**src/rtl/passcode_entry_ctrl_pkg.sv**
```systemverilog
// Shared types and constants for the passcode entry controller.
// Pure declarations: no latency, no flow control.
package passcode_pkg;

    localparam int DIGIT_W    = 2;
    localparam int NUM_DIGITS = 4;
    localparam int CODE_W     = DIGIT_W * NUM_DIGITS;
    localparam int PREV_W     = CODE_W - DIGIT_W;

    localparam logic [2:0] ANSWER_NONE = 3'd0;
    localparam logic [2:0] ANSWER_YES  = 3'd1;
    localparam logic [2:0] ANSWER_NO   = 3'd2;

    typedef enum logic [2:0] {
        ST_IDLE,
        ST_ENTRY,
        ST_SHOW_YES,
        ST_SHOW_NO,
        ST_LOCKOUT
    } state_t;

    // Index of the set bit; only meaningful when the press vector is one-hot.
    function automatic logic [DIGIT_W-1:0] press_to_digit(input logic [NUM_DIGITS-1:0] press);
        logic [DIGIT_W-1:0] digit;
        digit = '0;
        for (int k = 0; k < NUM_DIGITS; k++) begin
            if (press[k]) digit = DIGIT_W'(k);
        end
        return digit;
    endfunction

    function automatic int timer_width(input int a, input int b, input int c);
        int m;
        m = a;
        if (b > m) m = b;
        if (c > m) m = c;
        return $clog2(m) + 1;
    endfunction

endpackage

```
**src/rtl/passcode_entry_ctrl_if.sv**
```systemverilog
// Press inputs and display/status outputs of the passcode controller.
// master drives presses (keypad side), slave is the controller.
interface passcode_entry_ctrl_if;
    import passcode_pkg::*;

    logic [NUM_DIGITS-1:0] i_Press;
    logic [2:0]            o_Answer;
    logic [2:0]            o_Digit_Count;
    logic                  o_Unlocked;
    logic                  o_Locked_Out;

    modport master (
        output i_Press,
        input  o_Answer,
        input  o_Digit_Count,
        input  o_Unlocked,
        input  o_Locked_Out
    );

    modport slave (
        input  i_Press,
        output o_Answer,
        output o_Digit_Count,
        output o_Unlocked,
        output o_Locked_Out
    );

endinterface

```
**src/rtl/passcode_entry_ctrl_timer.sv**
```systemverilog
// Loadable down-counter; done is high in the cycle the count steps from 1 to 0.
// Load wins over counting; stops at zero, never wraps; no backpressure.
module passcode_timer #(
    parameter int WIDTH = 8
) (
    input  logic             i_Clk,
    input  logic             i_Rst,
    input  logic             load,
    input  logic [WIDTH-1:0] load_val,
    input  logic             en,
    output logic             done
);

    logic [WIDTH-1:0] cnt_q;

    always_ff @(posedge i_Clk) begin
        if (i_Rst) begin
            cnt_q <= '0;
        end else if (load) begin
            cnt_q <= load_val;
        end else if (en && (cnt_q != '0)) begin
            cnt_q <= cnt_q - WIDTH'(1);
        end
    end

    assign done = en && !load && (cnt_q == WIDTH'(1));

endmodule

```
**src/rtl/passcode_entry_ctrl.sv**
```systemverilog
// Collects 4 one-hot presses, compares with PASSCODE, shows Y/N for HOLD_CYCLES; 1-cycle latency, all outputs registered.
// Presses ignored while showing/locked out; PASSCODE_LOCKOUT_EN adds fail counting and a timed lockout.
module passcode_entry_ctrl
    import passcode_pkg::*;
#(
    parameter logic [CODE_W-1:0] PASSCODE       = 8'h1B,
    parameter int                HOLD_CYCLES    = 25000000,
    parameter int                TIMEOUT_CYCLES = 75000000,
    parameter int                LOCKOUT_CYCLES = 250000000,
    parameter int                MAX_FAILS      = 3
) (
    input  logic                  i_Clk,
    input  logic                  i_Rst,
    passcode_entry_ctrl_if.slave  bus
);

    localparam int TIMER_W = timer_width(HOLD_CYCLES, TIMEOUT_CYCLES, LOCKOUT_CYCLES);

    state_t               state_q, state_d;
    logic [PREV_W-1:0]    digits_q, digits_d;
    logic [2:0]           count_q, count_d;
    logic [2:0]           answer_q, answer_d;
    logic                 unlocked_q, unlocked_d;
    logic                 locked_q, locked_d;

    logic                 press_vld;
    logic [DIGIT_W-1:0]   press_digit;
    logic [CODE_W-1:0]    entered_code;

    logic                 timer_load;
    logic [TIMER_W-1:0]   timer_val;
    logic                 timer_en;
    logic                 timer_done;

`ifdef PASSCODE_LOCKOUT_EN
    localparam int FAIL_W = $clog2(MAX_FAILS + 1);
    logic [FAIL_W-1:0]    fail_q, fail_d;
`endif

    // Multi-bit presses are treated as noise: no capture and no timer reload.
    assign press_vld    = $onehot(bus.i_Press);
    assign press_digit  = press_to_digit(bus.i_Press);
    assign entered_code = {digits_q, press_digit};
    assign timer_en     = (state_q != ST_IDLE);

    passcode_timer #(.WIDTH(TIMER_W)) u_timer (
        .i_Clk    (i_Clk),
        .i_Rst    (i_Rst),
        .load     (timer_load),
        .load_val (timer_val),
        .en       (timer_en),
        .done     (timer_done)
    );

    always_comb begin
        state_d    = state_q;
        digits_d   = digits_q;
        count_d    = count_q;
        timer_load = 1'b0;
        timer_val  = '0;
`ifdef PASSCODE_LOCKOUT_EN
        fail_d     = fail_q;
`endif
        case (state_q)
            ST_IDLE: begin
                if (press_vld) begin
                    digits_d   = entered_code[PREV_W-1:0];
                    count_d    = 3'd1;
                    timer_load = 1'b1;
                    timer_val  = TIMER_W'(TIMEOUT_CYCLES);
                    state_d    = ST_ENTRY;
                end
            end
            ST_ENTRY: begin
                if (press_vld) begin
                    digits_d   = entered_code[PREV_W-1:0];
                    count_d    = count_q + 3'd1;
                    timer_load = 1'b1;
                    if (count_q == 3'(NUM_DIGITS - 1)) begin
                        timer_val = TIMER_W'(HOLD_CYCLES);
                        if (entered_code == PASSCODE) begin
                            state_d = ST_SHOW_YES;
`ifdef PASSCODE_LOCKOUT_EN
                            fail_d  = '0;
`endif
                        end else begin
                            state_d = ST_SHOW_NO;
`ifdef PASSCODE_LOCKOUT_EN
                            if (fail_q != FAIL_W'(MAX_FAILS)) fail_d = fail_q + FAIL_W'(1);
`endif
                        end
                    end else begin
                        timer_val = TIMER_W'(TIMEOUT_CYCLES);
                    end
                end else if (timer_done) begin
                    count_d = '0;
                    state_d = ST_IDLE;
                end
            end
            ST_SHOW_YES: begin
                if (timer_done) begin
                    count_d = '0;
                    state_d = ST_IDLE;
                end
            end
            ST_SHOW_NO: begin
                if (timer_done) begin
                    count_d = '0;
                    state_d = ST_IDLE;
`ifdef PASSCODE_LOCKOUT_EN
                    if (fail_q == FAIL_W'(MAX_FAILS)) begin
                        timer_load = 1'b1;
                        timer_val  = TIMER_W'(LOCKOUT_CYCLES);
                        state_d    = ST_LOCKOUT;
                    end
`endif
                end
            end
`ifdef PASSCODE_LOCKOUT_EN
            ST_LOCKOUT: begin
                if (timer_done) begin
                    fail_d  = '0;
                    state_d = ST_IDLE;
                end
            end
`endif
            default: begin
                count_d = '0;
                state_d = ST_IDLE;
            end
        endcase
    end

    // Outputs decode the next state so they change on the same edge as the state.
    always_comb begin
        answer_d   = ANSWER_NONE;
        unlocked_d = 1'b0;
        locked_d   = 1'b0;
        case (state_d)
            ST_SHOW_YES: begin
                answer_d   = ANSWER_YES;
                unlocked_d = 1'b1;
            end
            ST_SHOW_NO: answer_d = ANSWER_NO;
            ST_LOCKOUT: begin
                answer_d = ANSWER_NO;
                locked_d = 1'b1;
            end
            default: answer_d = ANSWER_NONE;
        endcase
    end

    always_ff @(posedge i_Clk) begin
        if (i_Rst) begin
            state_q    <= ST_IDLE;
            digits_q   <= '0;
            count_q    <= '0;
            answer_q   <= ANSWER_NONE;
            unlocked_q <= 1'b0;
            locked_q   <= 1'b0;
        end else begin
            state_q    <= state_d;
            digits_q   <= digits_d;
            count_q    <= count_d;
            answer_q   <= answer_d;
            unlocked_q <= unlocked_d;
            locked_q   <= locked_d;
        end
    end

`ifdef PASSCODE_LOCKOUT_EN
    always_ff @(posedge i_Clk) begin
        if (i_Rst) fail_q <= '0;
        else       fail_q <= fail_d;
    end
    assign bus.o_Locked_Out = locked_q;
`else
    assign bus.o_Locked_Out = 1'b0;
`endif

    assign bus.o_Answer      = answer_q;
    assign bus.o_Digit_Count = count_q;
    assign bus.o_Unlocked    = unlocked_q;

endmodule

```
**src/flat_wrapper.sv**
```systemverilog
// flat-port wrapper written by rule: the top's interface ports become plain ports
module passcode_entry_ctrl_flat import passcode_pkg::*;
#(
    parameter logic [CODE_W-1:0] PASSCODE       = 8'h1B,
    parameter int                HOLD_CYCLES    = 25000000,
    parameter int                TIMEOUT_CYCLES = 75000000,
    parameter int                LOCKOUT_CYCLES = 250000000,
    parameter int                MAX_FAILS      = 3
)
  (i_Clk, i_Rst, bus_i_Press, bus_o_Answer, bus_o_Digit_Count, bus_o_Unlocked, bus_o_Locked_Out);
  passcode_entry_ctrl_if bus_i ();
  input  logic i_Clk;
  input  logic i_Rst;
  input wire logic [$bits(bus_i.i_Press)-1:0] bus_i_Press;
  output wire logic [$bits(bus_i.o_Answer)-1:0] bus_o_Answer;
  output wire logic [$bits(bus_i.o_Digit_Count)-1:0] bus_o_Digit_Count;
  output wire logic [$bits(bus_i.o_Unlocked)-1:0] bus_o_Unlocked;
  output wire logic [$bits(bus_i.o_Locked_Out)-1:0] bus_o_Locked_Out;
  assign bus_i.i_Press = bus_i_Press;
  assign bus_o_Answer = bus_i.o_Answer;
  assign bus_o_Digit_Count = bus_i.o_Digit_Count;
  assign bus_o_Unlocked = bus_i.o_Unlocked;
  assign bus_o_Locked_Out = bus_i.o_Locked_Out;
  passcode_entry_ctrl #(.PASSCODE(PASSCODE), .HOLD_CYCLES(HOLD_CYCLES), .TIMEOUT_CYCLES(TIMEOUT_CYCLES), .LOCKOUT_CYCLES(LOCKOUT_CYCLES), .MAX_FAILS(MAX_FAILS)) u_core (.i_Clk(i_Clk), .i_Rst(i_Rst), .bus(bus_i));
endmodule
```
**config.mk**
```make
export PLATFORM = sky130hd
export DESIGN_NAME = passcode_entry_ctrl_flat
export DESIGN_NICKNAME = d
export VERILOG_FILES = /design/src/rtl/passcode_entry_ctrl_pkg.sv /design/src/rtl/passcode_entry_ctrl_if.sv /design/src/rtl/passcode_entry_ctrl_timer.sv /design/src/rtl/passcode_entry_ctrl.sv /design/src/flat_wrapper.sv
export SDC_FILE = /design/constraint.sdc
export NUM_CORES = 1
export LEC_CHECK = 0
export ABC_AREA = 1
export CORE_UTILIZATION = 65
export DETAILED_ROUTE_END_ITERATION = 8
export GPL_ROUTABILITY_DRIVEN = 1
export HOLD_SLACK_MARGIN = 0.03
export MAX_ROUTING_LAYER = met4
export PLACE_DENSITY = 0.95
export SYNTH_ARGS = -nofsm -noshare
export SYNTH_HDL_FRONTEND = slang
export SYNTH_SLANG_ARGS = --single-unit
```
**constraint.sdc**
```tcl
create_clock -name i_Clk -period 5.1 [get_ports i_Clk]
set_clock_uncertainty 0.05 [all_clocks]
set_input_delay 0.765 -clock i_Clk [delete_from_list [all_inputs] [get_ports i_Clk]]
set_output_delay 0.765 -clock i_Clk [all_outputs]
set_load 0.005 [all_outputs]
```
==> results by group <==
Worst setup path
  • Critical Path RT: approximately 5300 ps
  • Worst Setup SP: bus_i_Press[2]
  • CP Launch Type: primary input
  • Worst R2R Start: u_core.state_q[2]$_SDFF_PP0_
  • Crit path max fanout: 27
  • Crit path DAT: 4020 ps
  • Critical Path Sink Type: flip-flop
  • CP Class: primary input to flip-flop

Finish
  • Cell area after layout: between 2000 and 3000 µm²
  • Final net count: around 450
  • Layout area overhead: 7.20%
  • Share of cells above drive strength 1: 0.0812
  • Fin util: 0.730
  • # diodes: 0
  • Most common cell after layout, fill and taps aside: nand2_1
  • Non-filler cells, final: 481
  • Most frequent cells in the layout: 90 x nand2_1, 80 x nor2_1, 47 x inv_1, 44 x dfxtp_1, 31 x nand3_1

Synthesis
  • Synth cell types: 35
  • Area contributors post-synth: dfxtp_1 32%, nand2_1 12%, nor2_1 11%
  • Avg Cell Area, Syn: ~6.5 µm²
  • Ys async rst share: 0
  • Number of flops mapped to enable cells by yosys: 0
  • Synth warn: 0
  • Yosys top cell area share: 0.321
  • Leading area contributor after synthesis: dfxtp_1
  • Flops & latches, synth: 44
  • Cells after synthesis: between 400 and 500
  • Synth Flop Type: dfxtp_1
  • Post-synthesis cell area: 2740 µm²
  • Post-synthesis sequential area ratio: 0.321

STA
  • Worst Tran Pin Value: between 800 and 900 ps
  • Max Fclk: ~0.26 GHz
  • RSZ-0062 raised after global routing: false
  • Post-route minimum period: 3840 ps
  • Endpoints failing hold: 0
  • Count of final setup violators: 0
  • Rel. slew slack: 0.426
  • Final period utilization: 0.753
  • Setup TNS: 0 ps
  • Max-slew violation count: 0

Power
  • Pwr Total: a little under 2 mW
  • Pwr dens: between 600 and 700 nW/µm²
  • Peak VDD IR: approximately 0.0003 V
  • Leakage: between 1 and 1.5 nW

Clocking
  • Clk root buf: clkbuf_8
  • Resized cells post-CTS: 0
  • H-tree depth: 2
  • Skew-Pair Late Insertion Delay: just over 300 ps
  • CTS Hold Bufs: 0
  • Number of CTS-inserted buffers: 5
  • CTS tree: built
  • Clock sink count: 44
  • Clock-pin transition on the worst setup and hold timing paths: approximately 90 ps
  • CTS Buffer Depth: 2
  • Setup Fix Bufs, Post-CTS: 0

Floorplanning
  • Die width: roughly 67 µm
  • DIE AREA: 4480 µm²
  • FP Rows: 23
  • Starting Density: 0.681
  • Ports: 14
  • Die Height: 67.0 µm
  • Core area: roughly 4000 µm²

Place
  • Placed cells: around 470
  • GPL Wtd Cong: 0.940
  • Number of port buffers: 11
  • DP Area: around 2800 µm²
  • HPWL after DPL: around 4.7 mm

Detailed routing
  • Total Wirelength: between 6 and 7 mm
  • Drt via density: between 5 and 6
  • # DRC: 0
  • TritonRoute pass-1 iters: 4
  • Avg WL per Cell: ~14 µm
  • Vias: roughly 2,700
  • DR iter-0 viols: ~220
  • Routed Antenna Nets: 0

Min path
  • Worst hold start: u_core.digits_q[3]$_SDFFE_PP0P_
  • Min-delay worst type: flip-flop to flip-flop

GRT
  • Global-route track usage on met1: 0.381
  • M3 GR Usage: 0.0565
  • Vias in the first global route: about 2,300
  • Overflow after GRT: 0
  • Gr busiest metal: met2
  • Grt met2 use: 0.547
  • Initial antenna violation count: 0
  • GRT Overall Usage: 0.324
  • Pin count of the biggest net entering global routing: 28
  • First-pass GRT wire length: 10.4 mm

Job
  • Max Cap Violations: 0

Status
  • Status: completed
synth_stat cells, types with 2 or more instances:
library cell  number
buf_2              3
xnor2_1            4
a21oi_1           29
clkbuf_1           2
o21ai_1            7
nand4_1           13
inv_2              7
nor3_1             5
dfxtp_1           44
nor2_2             4
nand2_4            2
o21ai_0           15
inv_1             47
nor2_1            80
nand3_1           31
buf_4              3
ha_1               9
xor2_1             3
buf_6              4
nand2_2            4
nor2_4             3
nand2_1           90
nand3_2            2
power by group:
group / total (mW) / switching [mW] / leakage, nW / internal (mW)
clock: 0.277 / 0.132 / 0.0541 / 0.145
sequential: 0.534 / 0.101 / 0.360 / 0.433
combinational: 1.11 / 0.750 / 0.968 / 0.364
total: 1.93 / 0.983 / 1.38 / 0.942
worst max-delay path, cell delays in order:
cell and delay, ps:
clkdlybuf4s50_1 480, inv_1 60, ha_1 290, ha_1 190, fa_1 460, nor3_1 280, nand2_1 160, nand2_2 370
inv_2 320, nand2_4 320, o21ai_0 160, a21oi_1 160
metrics by stage:
step                      worst slack, ps  hold WS (ps)
final                                1260           428
after global routing                  989           455
after CTS                            1290           428
after detailed placement              963           421
after global placement               1120           407
after floorplan                      2270           392
cell type report:
| cell class | instances | area (µm²) |
|---|---|---|
| Clock buffer | 5 | 68.8 |
| Clock inverter | 3 | 42.5 |
| Fill cell | 324 | 1090 |
| Inverter | 55 | 208 |
| Multi-Input combinational cell | 313 | 1570 |
| Sequential cell | 44 | 881 |
| Tap cell | 50 | 62.6 |
| Timing Repair Buffer | 11 | 110 |
per-layer routing:
| metal | up-vias | part of all wire | routed length, µm |
|---|---|---|---|
| li1 | 1354 | - | - |
| met1 | 1232 | 0.43 | 2780 |
| met2 | 103 | 0.48 | 3130 |
| met3 | 17 | 0.068 | 441 |
| met4 | 0 | 0.025 | 162 |
| met5 | - | 0 | 0 |
cells by family after synthesis:
group | count (synthesis) | share of synthesized area
XOR/XNOR | 7 | 0.0223
AND/OR/NAND/NOR | 237 | 0.390
flip-flops | 44 | 0.321
other | 1 | 0.00137
AO/OA/AOI/OAI | 56 | 0.107
buffers and inverters | 68 | 0.110
adder cells (fa/ha/maj) | 10 | 0.0483
final timing paths:
path                                                 to  slack, ps  cells past startpoint
setup / recovery  u_core.u_timer.cnt_q[13]$_SDFFE_PP0P_       1260                     12
hold / removal          u_core.digits_q[5]$_SDFFE_PP0P_        430                      2
setup reg to reg  u_core.u_timer.cnt_q[13]$_SDFFE_PP0P_       2860                      9
hold reg to reg         u_core.digits_q[5]$_SDFFE_PP0P_        430                      2
flip-flops by register name, summed over array words and instances (netlist names):
name and cells:
u_core.bus.o_Unlocked 1, u_core.bus.o_Answer 2, u_core.digits_q 6, u_core.state_q 3, u_core.bus.o_Digit_Count 3, u_core.u_timer.cnt_q 29
(Power assumes the default switching activity.)
